**config.mk**
```make
export PLATFORM = sky130hd
export DESIGN_NAME = top_hw_core
export DESIGN_NICKNAME = d
export VERILOG_FILES = /design/src/rtl/top_hw_pkg.sv /design/src/rtl/top_hw_core_uart_phy.sv /design/src/rtl/top_hw_core.sv
export SDC_FILE = /design/constraint.sdc
export NUM_CORES = 1
export LEC_CHECK = 0
export CAP_MARGIN = 20
export CELL_PAD_IN_SITES_DETAIL_PLACEMENT = 0
export CELL_PAD_IN_SITES_GLOBAL_PLACEMENT = 2
export CORE_ASPECT_RATIO = 0.7
export CORE_UTILIZATION = 30
export CTS_BUF_LIST = sky130_fd_sc_hd__clkbuf_8
export DETAILED_ROUTE_END_ITERATION = 6
export GPL_ROUTABILITY_DRIVEN = 0
export PLACE_DENSITY_LB_ADDON = 0.1
export RECOVER_POWER = 100
export SETUP_SLACK_MARGIN = 0.05
export SLEW_MARGIN = 20
export SYNTH_ARGS = -nofsm -noshare
export SYNTH_HDL_FRONTEND = slang
export SYNTH_SLANG_ARGS = --single-unit
```
**constraint.sdc**
```tcl
create_clock -name HDW_FPGA_100M_CLK -period 2.5 [get_ports HDW_FPGA_100M_CLK]
set_input_delay 0.5 -clock HDW_FPGA_100M_CLK [delete_from_list [all_inputs] [get_ports HDW_FPGA_100M_CLK]]
set_output_delay 0.5 -clock HDW_FPGA_100M_CLK [all_outputs]
set_load 0.03 [all_outputs]
```
**src/rtl/top_hw_pkg.sv**
```systemverilog
// Shared constants and state types for the UART register-access core.
package top_hw_pkg;

  // Register map addresses (full 32-bit compare)
  localparam logic [31:0] ADDR_FPGA_VERSION = 32'd0;
  localparam logic [31:0] ADDR_FPGA_ID      = 32'd1;
  localparam logic [31:0] ADDR_BUILD_DATE   = 32'd2;
  localparam logic [31:0] ADDR_SCRATCH1     = 32'd3;
  localparam logic [31:0] ADDR_SCRATCH2     = 32'd4;

  // Frame command and trailer bytes
  localparam logic [7:0] CMD_WR = 8'h5A;
  localparam logic [7:0] CMD_RD = 8'h5B;
  localparam logic [7:0] TRL_WR = 8'hA5;
  localparam logic [7:0] TRL_RD = 8'hA4;

  // Value returned for any address outside the map
  localparam logic [31:0] UNMAPPED_RD_VAL = 32'hDEAD_BEEF;

  // Frame assembler state
  typedef enum logic [1:0] {
    ST_IDLE,
    ST_COLLECT,
    ST_EXEC,
    ST_RESPOND
  } frame_state_t;

  // UART receive engine state
  typedef enum logic [1:0] {
    RX_IDLE,
    RX_START,
    RX_DATA,
    RX_STOP
  } rx_state_t;

  // Trailer byte that must close a frame opened with the given command
  function automatic logic [7:0] trailer_for(input logic [7:0] cmd);
    return (cmd == CMD_WR) ? TRL_WR : TRL_RD;
  endfunction

endpackage

```
**src/rtl/top_hw_core_uart_phy.sv**
```systemverilog
// UART physical layer: RXD synchronizer, 8N1 receive engine, 8N1 transmit engine.
//
// Byte handshakes:
//   RX: o_rx_valid is a one-cycle pulse carrying o_rx_data; the stream cannot
//       stall, so the consumer must take or drop the byte in that cycle.
//       o_rx_ferr pulses instead of o_rx_valid when the stop bit samples low.
//   TX: a byte transfers on a cycle where i_tx_valid && o_tx_ready. Once
//       i_tx_valid is raised, i_tx_data must hold until that cycle. o_tx_ready
//       is also high on the final stop-bit cycle so a waiting byte starts with
//       no idle gap between frames.
module uart_phy
  import top_hw_pkg::*;
#(
  parameter int CLKS_PER_BIT = 868
) (
  input  logic       i_clk,
  input  logic       i_rst,
  input  logic       i_rxd,
  output logic       o_txd,
  output logic       o_rx_valid,
  output logic [7:0] o_rx_data,
  output logic       o_rx_ferr,
  input  logic       i_tx_valid,
  input  logic [7:0] i_tx_data,
  output logic       o_tx_ready,
  output logic       o_tx_busy
);

  localparam logic [15:0] LP_FULL = 16'(CLKS_PER_BIT - 1);
  localparam logic [15:0] LP_HALF = 16'(CLKS_PER_BIT / 2 - 1);

  logic        r_rx_meta;
  logic        r_rx_sync;
  logic        r_rx_prev;
  logic        r_rx_armed;
  rx_state_t   r_rx_state;
  logic [15:0] r_rx_cnt;
  logic [2:0]  r_rx_bit;
  logic [7:0]  r_rx_shift;
  logic        r_rx_valid;
  logic        r_rx_ferr;

  logic        r_tx_busy;
  logic        r_txd;
  logic [8:0]  r_tx_shift;
  logic [3:0]  r_tx_bit;
  logic [15:0] r_tx_cnt;
  logic        w_tx_last;
  logic        w_tx_ready;

  // Receive: synchronize RXD, detect falling edge once armed, sample at mid-bit
  always_ff @(posedge i_clk) begin
    if (i_rst) begin
      r_rx_meta  <= 1'b0;
      r_rx_sync  <= 1'b0;
      r_rx_prev  <= 1'b0;
      r_rx_armed <= 1'b0;
      r_rx_state <= RX_IDLE;
      r_rx_cnt   <= '0;
      r_rx_bit   <= '0;
      r_rx_shift <= '0;
      r_rx_valid <= 1'b0;
      r_rx_ferr  <= 1'b0;
    end else begin
      r_rx_meta  <= i_rxd;
      r_rx_sync  <= r_rx_meta;
      r_rx_prev  <= r_rx_sync;
      r_rx_valid <= 1'b0;
      r_rx_ferr  <= 1'b0;
      if (r_rx_sync) begin
        r_rx_armed <= 1'b1;
      end
      case (r_rx_state)
        RX_IDLE: begin
          if (r_rx_armed && r_rx_prev && !r_rx_sync) begin
            r_rx_cnt   <= LP_HALF;
            r_rx_state <= RX_START;
          end
        end
        RX_START: begin
          if (r_rx_cnt == 16'd0) begin
            // A start bit that has gone high again by mid-bit is a glitch
            if (!r_rx_sync) begin
              r_rx_cnt   <= LP_FULL;
              r_rx_bit   <= 3'd0;
              r_rx_state <= RX_DATA;
            end else begin
              r_rx_state <= RX_IDLE;
            end
          end else begin
            r_rx_cnt <= r_rx_cnt - 16'd1;
          end
        end
        RX_DATA: begin
          if (r_rx_cnt == 16'd0) begin
            r_rx_shift <= {r_rx_sync, r_rx_shift[7:1]};
            r_rx_cnt   <= LP_FULL;
            if (r_rx_bit == 3'd7) begin
              r_rx_state <= RX_STOP;
            end else begin
              r_rx_bit <= r_rx_bit + 3'd1;
            end
          end else begin
            r_rx_cnt <= r_rx_cnt - 16'd1;
          end
        end
        RX_STOP: begin
          if (r_rx_cnt == 16'd0) begin
            r_rx_state <= RX_IDLE;
            if (r_rx_sync) begin
              r_rx_valid <= 1'b1;
            end else begin
              r_rx_ferr <= 1'b1;
            end
          end else begin
            r_rx_cnt <= r_rx_cnt - 16'd1;
          end
        end
        default: r_rx_state <= RX_IDLE;
      endcase
    end
  end

  assign w_tx_last  = r_tx_busy && (r_tx_bit == 4'd9) && (r_tx_cnt == 16'd0);
  assign w_tx_ready = !r_tx_busy || w_tx_last;

  // Transmit: start bit, 8 data bits LSB first, stop bit; each CLKS_PER_BIT long
  always_ff @(posedge i_clk) begin
    if (i_rst) begin
      r_tx_busy  <= 1'b0;
      r_txd      <= 1'b1;
      r_tx_shift <= '0;
      r_tx_bit   <= '0;
      r_tx_cnt   <= '0;
    end else if (i_tx_valid && w_tx_ready) begin
      r_tx_busy  <= 1'b1;
      r_txd      <= 1'b0;
      r_tx_shift <= {1'b1, i_tx_data};
      r_tx_bit   <= 4'd0;
      r_tx_cnt   <= LP_FULL;
    end else if (r_tx_busy) begin
      if (r_tx_cnt == 16'd0) begin
        if (r_tx_bit == 4'd9) begin
          r_tx_busy <= 1'b0;
          r_txd     <= 1'b1;
        end else begin
          r_txd      <= r_tx_shift[0];
          r_tx_shift <= {1'b1, r_tx_shift[8:1]};
          r_tx_bit   <= r_tx_bit + 4'd1;
          r_tx_cnt   <= LP_FULL;
        end
      end else begin
        r_tx_cnt <= r_tx_cnt - 16'd1;
      end
    end
  end

  assign o_txd      = r_txd;
  assign o_rx_valid = r_rx_valid;
  assign o_rx_data  = r_rx_shift;
  assign o_rx_ferr  = r_rx_ferr;
  assign o_tx_ready = w_tx_ready;
  assign o_tx_busy  = r_tx_busy;

endmodule

```
**src/rtl/top_hw_core.sv**
```systemverilog
// UART register-access core: assembles 10-byte command frames, executes one
// 32-bit read or write against the register file, and streams a 10-byte reply.
// The assembler state is held in r_state (frame_state_t) for probing.
module top_hw_core
  import top_hw_pkg::*;
#(
  parameter int          CLKS_PER_BIT = 868,
  parameter int unsigned TIMEOUT_CLKS = 100000,
  parameter logic [31:0] FPGA_VERSION = 32'h0001_0000,
  parameter logic [31:0] FPGA_ID      = 32'h5354_4E31,
  parameter logic [31:0] BUILD_DATE   = 32'h2025_0101
) (
  input  logic HDW_FPGA_100M_CLK,
  input  logic HDW_DEVRST,
  input  logic HDW_DBUG_SCLK,
  output logic HDW_DBUG_HEADER2
);

  frame_state_t r_state;
  logic [7:0]   r_cmd;
  logic [31:0]  r_addr;
  logic [31:0]  r_data;
  logic [7:0]   r_trl;
  logic [3:0]   r_idx;
  logic [31:0]  r_gap;
  logic [31:0]  r_scratch1;
  logic [31:0]  r_scratch2;
  logic [31:0]  r_rsp;
  logic [3:0]   r_tx_idx;
  logic         r_all_sent;

  logic         w_rx_valid;
  logic [7:0]   w_rx_byte;
  logic         w_rx_ferr;
  logic         w_tx_valid;
  logic [7:0]   w_tx_byte;
  logic         w_tx_ready;
  logic         w_tx_busy;
  logic         w_tx_fire;
  logic         w_is_wr;
  logic [31:0]  w_rd_val;
  logic [31:0]  w_exec_val;

  uart_phy #(
    .CLKS_PER_BIT(CLKS_PER_BIT)
  ) u_phy (
    .i_clk      (HDW_FPGA_100M_CLK),
    .i_rst      (HDW_DEVRST),
    .i_rxd      (HDW_DBUG_SCLK),
    .o_txd      (HDW_DBUG_HEADER2),
    .o_rx_valid (w_rx_valid),
    .o_rx_data  (w_rx_byte),
    .o_rx_ferr  (w_rx_ferr),
    .i_tx_valid (w_tx_valid),
    .i_tx_data  (w_tx_byte),
    .o_tx_ready (w_tx_ready),
    .o_tx_busy  (w_tx_busy)
  );

  assign w_is_wr = (r_cmd == CMD_WR);

  // Register read mux against the current frame address
  always_comb begin
    w_rd_val = UNMAPPED_RD_VAL;
    case (r_addr)
      ADDR_FPGA_VERSION: w_rd_val = FPGA_VERSION;
      ADDR_FPGA_ID:      w_rd_val = FPGA_ID;
      ADDR_BUILD_DATE:   w_rd_val = BUILD_DATE;
      ADDR_SCRATCH1:     w_rd_val = r_scratch1;
      ADDR_SCRATCH2:     w_rd_val = r_scratch2;
      default:           w_rd_val = UNMAPPED_RD_VAL;
    endcase
  end

  // Value reported back: a write to a scratchpad returns the new data
  always_comb begin
    w_exec_val = w_rd_val;
    if (w_is_wr && ((r_addr == ADDR_SCRATCH1) || (r_addr == ADDR_SCRATCH2))) begin
      w_exec_val = r_data;
    end
  end

  // The CMD echo is known before EXEC finishes, so the first byte is offered
  // in EXEC to get the start bit out as early as possible.
  assign w_tx_valid = (r_state == ST_EXEC) || ((r_state == ST_RESPOND) && !r_all_sent);
  assign w_tx_fire  = w_tx_valid && w_tx_ready;

  // Response byte selector: CMD, ADDR[31:0], value[31:0], TRAILER
  always_comb begin
    w_tx_byte = r_trl;
    case (r_tx_idx)
      4'd0:    w_tx_byte = r_cmd;
      4'd1:    w_tx_byte = r_addr[31:24];
      4'd2:    w_tx_byte = r_addr[23:16];
      4'd3:    w_tx_byte = r_addr[15:8];
      4'd4:    w_tx_byte = r_addr[7:0];
      4'd5:    w_tx_byte = r_rsp[31:24];
      4'd6:    w_tx_byte = r_rsp[23:16];
      4'd7:    w_tx_byte = r_rsp[15:8];
      4'd8:    w_tx_byte = r_rsp[7:0];
      default: w_tx_byte = r_trl;
    endcase
  end

  // Frame assembler, register file update and response sequencing
  always_ff @(posedge HDW_FPGA_100M_CLK) begin
    if (HDW_DEVRST) begin
      r_state    <= ST_IDLE;
      r_cmd      <= '0;
      r_addr     <= '0;
      r_data     <= '0;
      r_trl      <= '0;
      r_idx      <= '0;
      r_gap      <= '0;
      r_scratch1 <= '0;
      r_scratch2 <= '0;
      r_rsp      <= '0;
      r_tx_idx   <= '0;
      r_all_sent <= 1'b0;
    end else begin
      case (r_state)
        ST_IDLE: begin
          r_gap      <= '0;
          r_tx_idx   <= '0;
          r_all_sent <= 1'b0;
          if (w_rx_valid && ((w_rx_byte == CMD_WR) || (w_rx_byte == CMD_RD))) begin
            r_cmd   <= w_rx_byte;
            r_idx   <= 4'd1;
            r_state <= ST_COLLECT;
          end
        end
        ST_COLLECT: begin
          if (w_rx_ferr) begin
            r_state <= ST_IDLE;
          end else if (w_rx_valid) begin
            r_gap <= '0;
            r_idx <= r_idx + 4'd1;
            if (r_idx <= 4'd4) begin
              r_addr <= {r_addr[23:0], w_rx_byte};
            end else if (r_idx <= 4'd8) begin
              r_data <= {r_data[23:0], w_rx_byte};
            end else begin
              r_trl   <= w_rx_byte;
              r_state <= (w_rx_byte == trailer_for(r_cmd)) ? ST_EXEC : ST_IDLE;
            end
          end else if (r_gap >= TIMEOUT_CLKS) begin
            r_state <= ST_IDLE;
          end else begin
            r_gap <= r_gap + 32'd1;
          end
        end
        ST_EXEC: begin
          if (w_is_wr && (r_addr == ADDR_SCRATCH1)) begin
            r_scratch1 <= r_data;
          end
          if (w_is_wr && (r_addr == ADDR_SCRATCH2)) begin
            r_scratch2 <= r_data;
          end
          r_rsp    <= w_exec_val;
          r_tx_idx <= w_tx_fire ? 4'd1 : 4'd0;
          r_state  <= ST_RESPOND;
        end
        ST_RESPOND: begin
          if (w_tx_fire) begin
            if (r_tx_idx == 4'd9) begin
              r_all_sent <= 1'b1;
            end else begin
              r_tx_idx <= r_tx_idx + 4'd1;
            end
          end
          if (r_all_sent && !w_tx_busy) begin
            r_state <= ST_IDLE;
          end
        end
        default: r_state <= ST_IDLE;
      endcase
    end
  end

endmodule

```
# Yosys cells after proc, flatten, opt, wreduce, memory -nomap -nowiden
# Index checks and enable logic that the tools add are counted.
[word_totals]
reg_bits = 285
inputBits = 3
out_inout_bits = 1
word_cells = 208
[classes]
n_addsub = 7
magnitude_cmp = 3
eq_ne = 48
muxes = 64
bitwise_logic = 6
reduce_logical = 52
[ops]
columns = ["cell", "n"]
rows = [
  ["one-hot mux 32 bit (5 select lines)", 1],
  ["2-to-1 mux 32 bit", 4],
  ["2-to-1 mux 16 bit", 7],
  ["one-hot mux 8 bit (9 select lines)", 1],
  ["== test 32 x 2 -> 1 bit, second input constant", 2],
  ["one-hot mux 16 bit (4 select lines)", 1],
  ["one-hot mux 32 bit (2 select lines)", 1],
  ["2-to-1 mux 9 bit", 4],
  ["adder 32 x 1 -> 32 bit, second input constant", 1],
  ["== test 32 x 1 -> 1 bit, second input constant", 1],
  ["== test 32 x 3 -> 1 bit, second input constant", 1],
  [">= comparator 32 x 17 -> 1 bit, second input constant", 1],
  ["logical NOT 16 bit", 2],
  ["logical NOT 32 bit", 1],
  ["subtractor 16 x 1 -> 16 bit, second input constant", 2],
  ["2-to-1 mux 2 bit", 14],
  ["AND reduction 5 bit", 5],
  ["== test 8 x 7 -> 1 bit, second input constant", 3],
  ["2-to-1 mux 10 bit", 2],
  ["2-to-1 mux 4 bit", 5],
  ["inequality test 2 bit, second input constant", 9],
  ["AND reduction 3 bit", 6],
  ["== test 4 x 3 -> 1 bit, second input constant", 4],
  ["inequality test 2 x 1 -> 1 bit, second input constant", 8],
  ["other kinds (34)", 94],
]

# Depth between registers and ports, before layout
[depth]
word_depth = 9
depth_mapped = 9
mapped_depth_nobuf = 7

# Hierarchy
# A second synthesis with hierarchy kept.
[hier_totals]
hier_cells = 1576
hier_area_um2 = 13236.4
[modules_own_cells]
columns = ["module", "n_inst", "cells_per_inst", "area_each_um2", "seq_area_each_um2"]
rows = [
  ["top_hw_core", 1, 1184, 9880.7, 4384.2],
  ["uart_phy", 1, 392, 3355.7, 1321.3],
]

# Worst setup path after synthesis
# Ideal clock, no wire load.
[synth_timing]
path_type = "flip-flop to flip-flop"
startpoint = "register u_phy.r_rx_state[0]"
endpoint = "register u_phy.r_rx_cnt[10]"
setup_time_ps = 139
arrival_ps = 1977
required_time_ps = 2361
setup_slack_ps = 384
path_stages_with_launch = 9
path_buffers = 2
synth_period_minus_slack_ps = 2116
path_cell_list = "dfxtp_1 > inv_1 > ha_1 > buf_1 > o21ai_1 > o21ai_1 > buf_2 > o31ai_1 > nor2_1"
[synth_between]
elab_chain_len = 3
elab_cells_between_ends = 9
cone_classes = "eq/ne (6); mux (1); reduce/logical (2)"
[synth_rtl]
columns = ["element", "line", "source"]
rows = [
  ["from (decl)", "top_hw_core_uart_phy.sv:36", "rx_state_t r_rx_state;"],
  ["from (signal assigned)", "top_hw_core_uart_phy.sv:58", "r_rx_state <= RX_IDLE;"],
  ["from (signal assigned)", "top_hw_core_uart_phy.sv:77", "r_rx_state <= RX_START;"],
  ["from (signal assigned)", "top_hw_core_uart_phy.sv:86", "r_rx_state <= RX_DATA;"],
  ["== test 2 x 1 -> 1 bit (tied with other cells)", "top_hw_core_uart_phy.sv:73", "case (r_rx_state)"],
  ["inequality test 3 bit (no source line) (tied with other cells)", "-", ""],
  ["AND reduction 3 bit (no source line)", "-", ""],
  ["to (signal assigned)", "top_hw_core_uart_phy.sv:91", "r_rx_cnt <= r_rx_cnt - 16'd1;"],
  ["to (signal assigned)", "top_hw_core_uart_phy.sv:104", "r_rx_cnt <= r_rx_cnt - 16'd1;"],
  ["to (signal assigned)", "top_hw_core_uart_phy.sv:116", "r_rx_cnt <= r_rx_cnt - 16'd1;"],
  ["to (decl)", "top_hw_core_uart_phy.sv:37", "logic [15:0] r_rx_cnt;"],
]
# Several ways; a longest one is shown, not always the timed one.
# A chain may end at the register's enable or synchronous reset.

# Worst setup path in the final report
[layout_timing]
startpoint = "register r_tx_idx[0]"
endpoint = "register u_phy.r_tx_shift[4]"
[layout_between]
elab_chain_len = 3
elab_cells_between_ends = 11
cone_classes = "eq/ne (8); mux (2); reduce/logical (1)"
[layout_rtl]
columns = ["element", "line", "source"]
rows = [
  ["from (decl)", "top_hw_core.sv:29", "logic [3:0] r_tx_idx;"],
  ["from (signal assigned)", "top_hw_core.sv:160", "r_tx_idx <= w_tx_fire ? 4'd1 : 4'd0;"],
  ["from (signal assigned)", "top_hw_core.sv:168", "r_tx_idx <= r_tx_idx + 4'd1;"],
  ["== test 4 bit (tied with other cells)", "top_hw_core.sv:91", "case (r_tx_idx)"],
  ["one-hot mux 8 bit (9 select lines) (*)", "top_hw_core.sv:91", ""],
  ["2-to-1 mux 9 bit (*)", "top_hw_core_uart_phy.sv:135", "end else if (i_tx_valid && w_tx_ready) begin"],
  ["to (signal assigned)", "top_hw_core_uart_phy.sv:138", "r_tx_shift <= {1'b1, i_tx_data};"],
  ["to (signal assigned)", "top_hw_core_uart_phy.sv:148", "r_tx_shift <= {1'b1, r_tx_shift[8:1]};"],
  ["to (decl)", "top_hw_core_uart_phy.sv:45", "logic [8:0] r_tx_shift;"],
]
# Mark *: on every way between the ends. The rest lies on a longest branch, timed or not.

==> run summary <==
Run status = complete, no violations
Peak VDD IR = 0.000310 V
WP data required = 2.98 ns
Reg-to-reg slack, setup = 0.11 ns
Number of clock sinks = 285
Signed area change from the synthesized netlist to the final layout = 15.9%
Combined area of all synthesized cells = 12800 sq um
Number of I/O pins = 4
Fin worst setup slack = 0.114 ns
Cts hold-fix bufs = 0
Post-DR wirelength/cell = 19.5 um
Reg-to-Reg Start = r_tx_idx[0]
Worst slack, placed = -0.139 ns
Post-route antenna net violation count = 0
Number of antenna violations at the first check in global routing = 0
Power density normalized to cell area = 661 nW/um^2
Die ar. = 43600 sq um
Capture instance of the worst register-to-register path = u_phy.r_tx_shift[4]
Synthesized Nets = 1510
Initial DRC count = 807
Port buffer count = 3
Average instance area after synthesis = 8.63 sq um
Number of global-route vias before repair = 10600
Tmin final = 2.39 ns
Asr flop ratio synth = 0%
Die Wd = 249 um
Buffers plus inverters on the worst setup path = 2
Count of nets after finishing = 1557
EDFF count, synth = 0
Die Y = 175 um
Hold path startpoint = HDW_DEVRST
Ant diodes = 0
Clock Skews = 0.0256 ns
Dominant synthesized flop cell = sky130_fd_sc_hd__dfxtp_1
Synthesis-stage register bit count = 285
CTS tree = yes
Kind of end point of the critical path = flop
Hold violation total from the final report = 0
Total via count in the routed design = 11100
Critical setup path kind = flop to flop
Number of buffers inserted by post-CTS setup repair = 0
Final critical-path share of the clock period = 95.4%
Final count of negative-setup-slack endpoints = 0
Gate Count Post-Synth = 1487
Data arrival time of the worst path = 2.86 ns
Fill cell total of the finished layout = 4331
Worst slew slack as a fraction of its limit = 48.3%
Fraction of final layout cells sized beyond drive strength 1 = 12.8%
Post-synth cell types = 79
Max Slew Vio Count = 0
Vias per std cell = 5.22
Slowest cell on the critical path = sky130_fd_sc_hd__a2111oi_2
Most frequent cells in the layout = sky130_fd_sc_hd__dfxtp_1 (285), sky130_fd_sc_hd__nand2_1 (192), sky130_fd_sc_hd__nor2_1 (147)
Clock edge transition at the registers on the reported setup and hold paths = 0.07 ns
Largest buffer count on any clock path = 3
Core box area = 41600 sq um
Placed Cells = 2024
RSZ-0062 raised after global routing = no
Clock latency of the later-clocked register in the worst-skew pair = 0.61 ns
Final WL = 41200 um
Count of max-cap constraint violations = 0
Largest net degree at the start of global routing = 67
Cells along the critical path = inv_1 > ha_1 > buf_2 > a22oi_2 > a311oi_1 > a2111oi_2 > a21oi_1 > o221a_2
Leading cell type in the layout, fill and taps excluded = sky130_fd_sc_hd__dfxtp_1
Worst-Margin Slew = 0.768 ns
Post-route non-filler standard cell count = 2117
Estimated wirelength of the detail-placed design = 27300 um
Number of instances on the worst hold path = 2
Placement row count = 62
Final core utilization = 35.8%
Peak fanout along the critical path = 14
Clk root buf = sky130_fd_sc_hd__clkbuf_8
Delay of the slowest cell on the worst path = 0.42 ns
Kind of start point of the critical path = flop
Class of the worst hold path = input pin to flop
Starting utilization of the core area = 30.9%
Total Negative Setup Slacks = 0 ns
Lkg Pwr = 5.37 nW
End point of the most critical hold path = u_phy.r_tx_shift[8]
H-tree levels = 2
Sum of overflow across all layers after global routing = 0
Inserted Clock Buffers = 52
Total power consumption of the routed design = 0.00983 W
Worst-case reg-to-reg path depth = 8
Drt drc = 0
Fmax = 419 MHz
Synth warnings = 0
Seq/Total Area, Yosys = 44.5%
Total GRT Usage = 18.8%
First-pass GRT wire length = 64700 um
CP top delay family = compound AO/OA/AOI/OAI gates
DRT Pass-1 Iters = 6
worst reg2reg max path, stage by stage (launching register included):
cell and delay, ns:
sky130_fd_sc_hd__dfxtp_1 0.41, sky130_fd_sc_hd__inv_1 0.11, sky130_fd_sc_hd__ha_1 0.21, sky130_fd_sc_hd__buf_2 0.24
sky130_fd_sc_hd__a22oi_2 0.34, sky130_fd_sc_hd__a311oi_1 0.17, sky130_fd_sc_hd__a2111oi_2 0.42, sky130_fd_sc_hd__a21oi_1 0.12
sky130_fd_sc_hd__o221a_2 0.25
synth_stat cells (all sizes together) (4+ instances only):
| master | count | area (sq um) |
|---|---|---|
| or2 | 5 | 31.3 |
| nor4 | 18 | 175 |
| xor2 | 13 | 114 |
| nand2 | 192 | 721 |
| o31ai | 17 | 128 |
| o41ai | 4 | 35.0 |
| or3 | 9 | 56.3 |
| nand4 | 26 | 181 |
| nor3b | 4 | 35.0 |
| a2111oi | 5 | 50.0 |
| nor2b | 13 | 81.3 |
| o221ai | 7 | 61.3 |
| dfxtp | 285 | 5710 |
| nor3 | 26 | 140 |
| o211ai | 7 | 57.6 |
| buf | 28 | 141 |
| nand3 | 20 | 100 |
| inv | 30 | 113 |
| a22oi | 21 | 158 |
| a222oi | 5 | 50.1 |
| clkbuf | 67 | 263 |
| and3 | 11 | 68.8 |
| a21o | 6 | 45.0 |
| a31o | 5 | 43.8 |
| nand2b | 13 | 81.3 |
| and2 | 31 | 194 |
| a31oi | 5 | 31.3 |
| o2111ai | 6 | 52.6 |
| a221oi | 23 | 201 |
| nor4b | 4 | 35.0 |
| ha | 20 | 250 |
| nand3b | 4 | 30.0 |
| a211oi | 16 | 125 |
| a22o | 15 | 131 |
| mux2i | 86 | 861 |
| xnor2 | 5 | 43.8 |
| nor2 | 148 | 556 |
| a21oi | 147 | 739 |
| and4 | 7 | 61.3 |
| o21ai | 72 | 364 |
| o22ai | 5 | 31.3 |
| or4 | 19 | 148 |
| o2bb2ai | 9 | 78.8 |
cells by family after synthesis:
family                     synth area share (%)
AOI/OAI and AO/OA                          19.8
xor gates and xnor gates                   1.23
adders and majority gates                  1.95
buffers and inverters                      4.06
DFF                                        44.5
muxes                                      6.80
and+or+nand+nor                            21.7
routing by layer:
| layer | wire length, um | up-vias | GRT usage (%) |
|---|---|---|---|
| li1 | - | 5478 | - |
| met1 | 22300 | 5331 | 29.0 |
| met2 | 16800 | 187 | 27.1 |
| met3 | 1550 | 55 | 2.99 |
| met4 | 552 | 0 | 4.04 |
| met5 | 0 | - | 0 |
registers in the layout, indices dropped and copies added (netlist names), 3 cells and up, named ones only:
name / cells
r_addr: 32
r_cmd: 8
r_data: 32
r_gap: 32
r_idx: 4
r_rsp: 32
r_scratch1: 32
r_scratch2: 32
r_trl: 8
r_tx_idx: 4
u_phy.o_rx_data: 8
u_phy.r_rx_bit: 3
u_phy.r_rx_cnt: 16
u_phy.r_tx_bit: 4
u_phy.r_tx_cnt: 16
u_phy.r_tx_shift: 9
worst max path at each step:
stage	startpoint	endpoint	slack [ns]	cells past startpoint
after CTS	r_tx_idx[0]	u_phy.r_tx_shift[4]	0.11	8
after global placement	r_tx_idx[0]	u_phy.r_tx_shift[4]	-0.14	8
final	r_tx_idx[0]	u_phy.r_tx_shift[4]	0.11	8
after detailed placement	r_tx_idx[0]	u_phy.r_tx_shift[4]	-0.14	8
after global routing	r_addr[3]	r_rsp[15]	0.04	6
after floorplan	u_phy.r_rx_state[0]	u_phy.r_rx_cnt[10]	0.38	8
per-stage QoR:
step / cell area (sq um) / hold WS [ns]
final: 14900 / 0.263
after global routing: 14900 / 0.253
after CTS: 15000 / 0.213
after detailed placement: 13900 / 0.440
after global placement: 13900 / 0.434
after floorplan: 12800 / 0.414
cell type report:
| class | instances | area, sq um | area share (%) |
|---|---|---|---|
| Multi-Input combinational cell | 1076 | 6670 | 44.8 |
| Clock inverter | 24 | 97.6 | 0.656 |
| Sequential cell | 285 | 5710 | 38.4 |
| Tap cell | 544 | 681 | 4.58 |
| Timing Repair Buffer | 88 | 654 | 4.40 |
| Clock buffer | 69 | 950 | 6.39 |
| Inverter | 31 | 116 | 0.782 |
what timing repair did:
| action | CTS | global route |
|---|---|---|
| resized for setup | 3 | 4 |
| pin swaps | 1 | 1 |
| endpoints found under the hold margin | 0 | 0 |
| endpoints found under the setup margin | 2 | 7 |
report_power, final:
part	switching (W)	leakage, nW	internal, W
Clock	0.00204	0.615	0.00245
Combinational	0.000470	2.46	0.000245
Sequential	0.0000479	2.30	0.00458
Note: power is estimated with default switching activity, not from simulation.
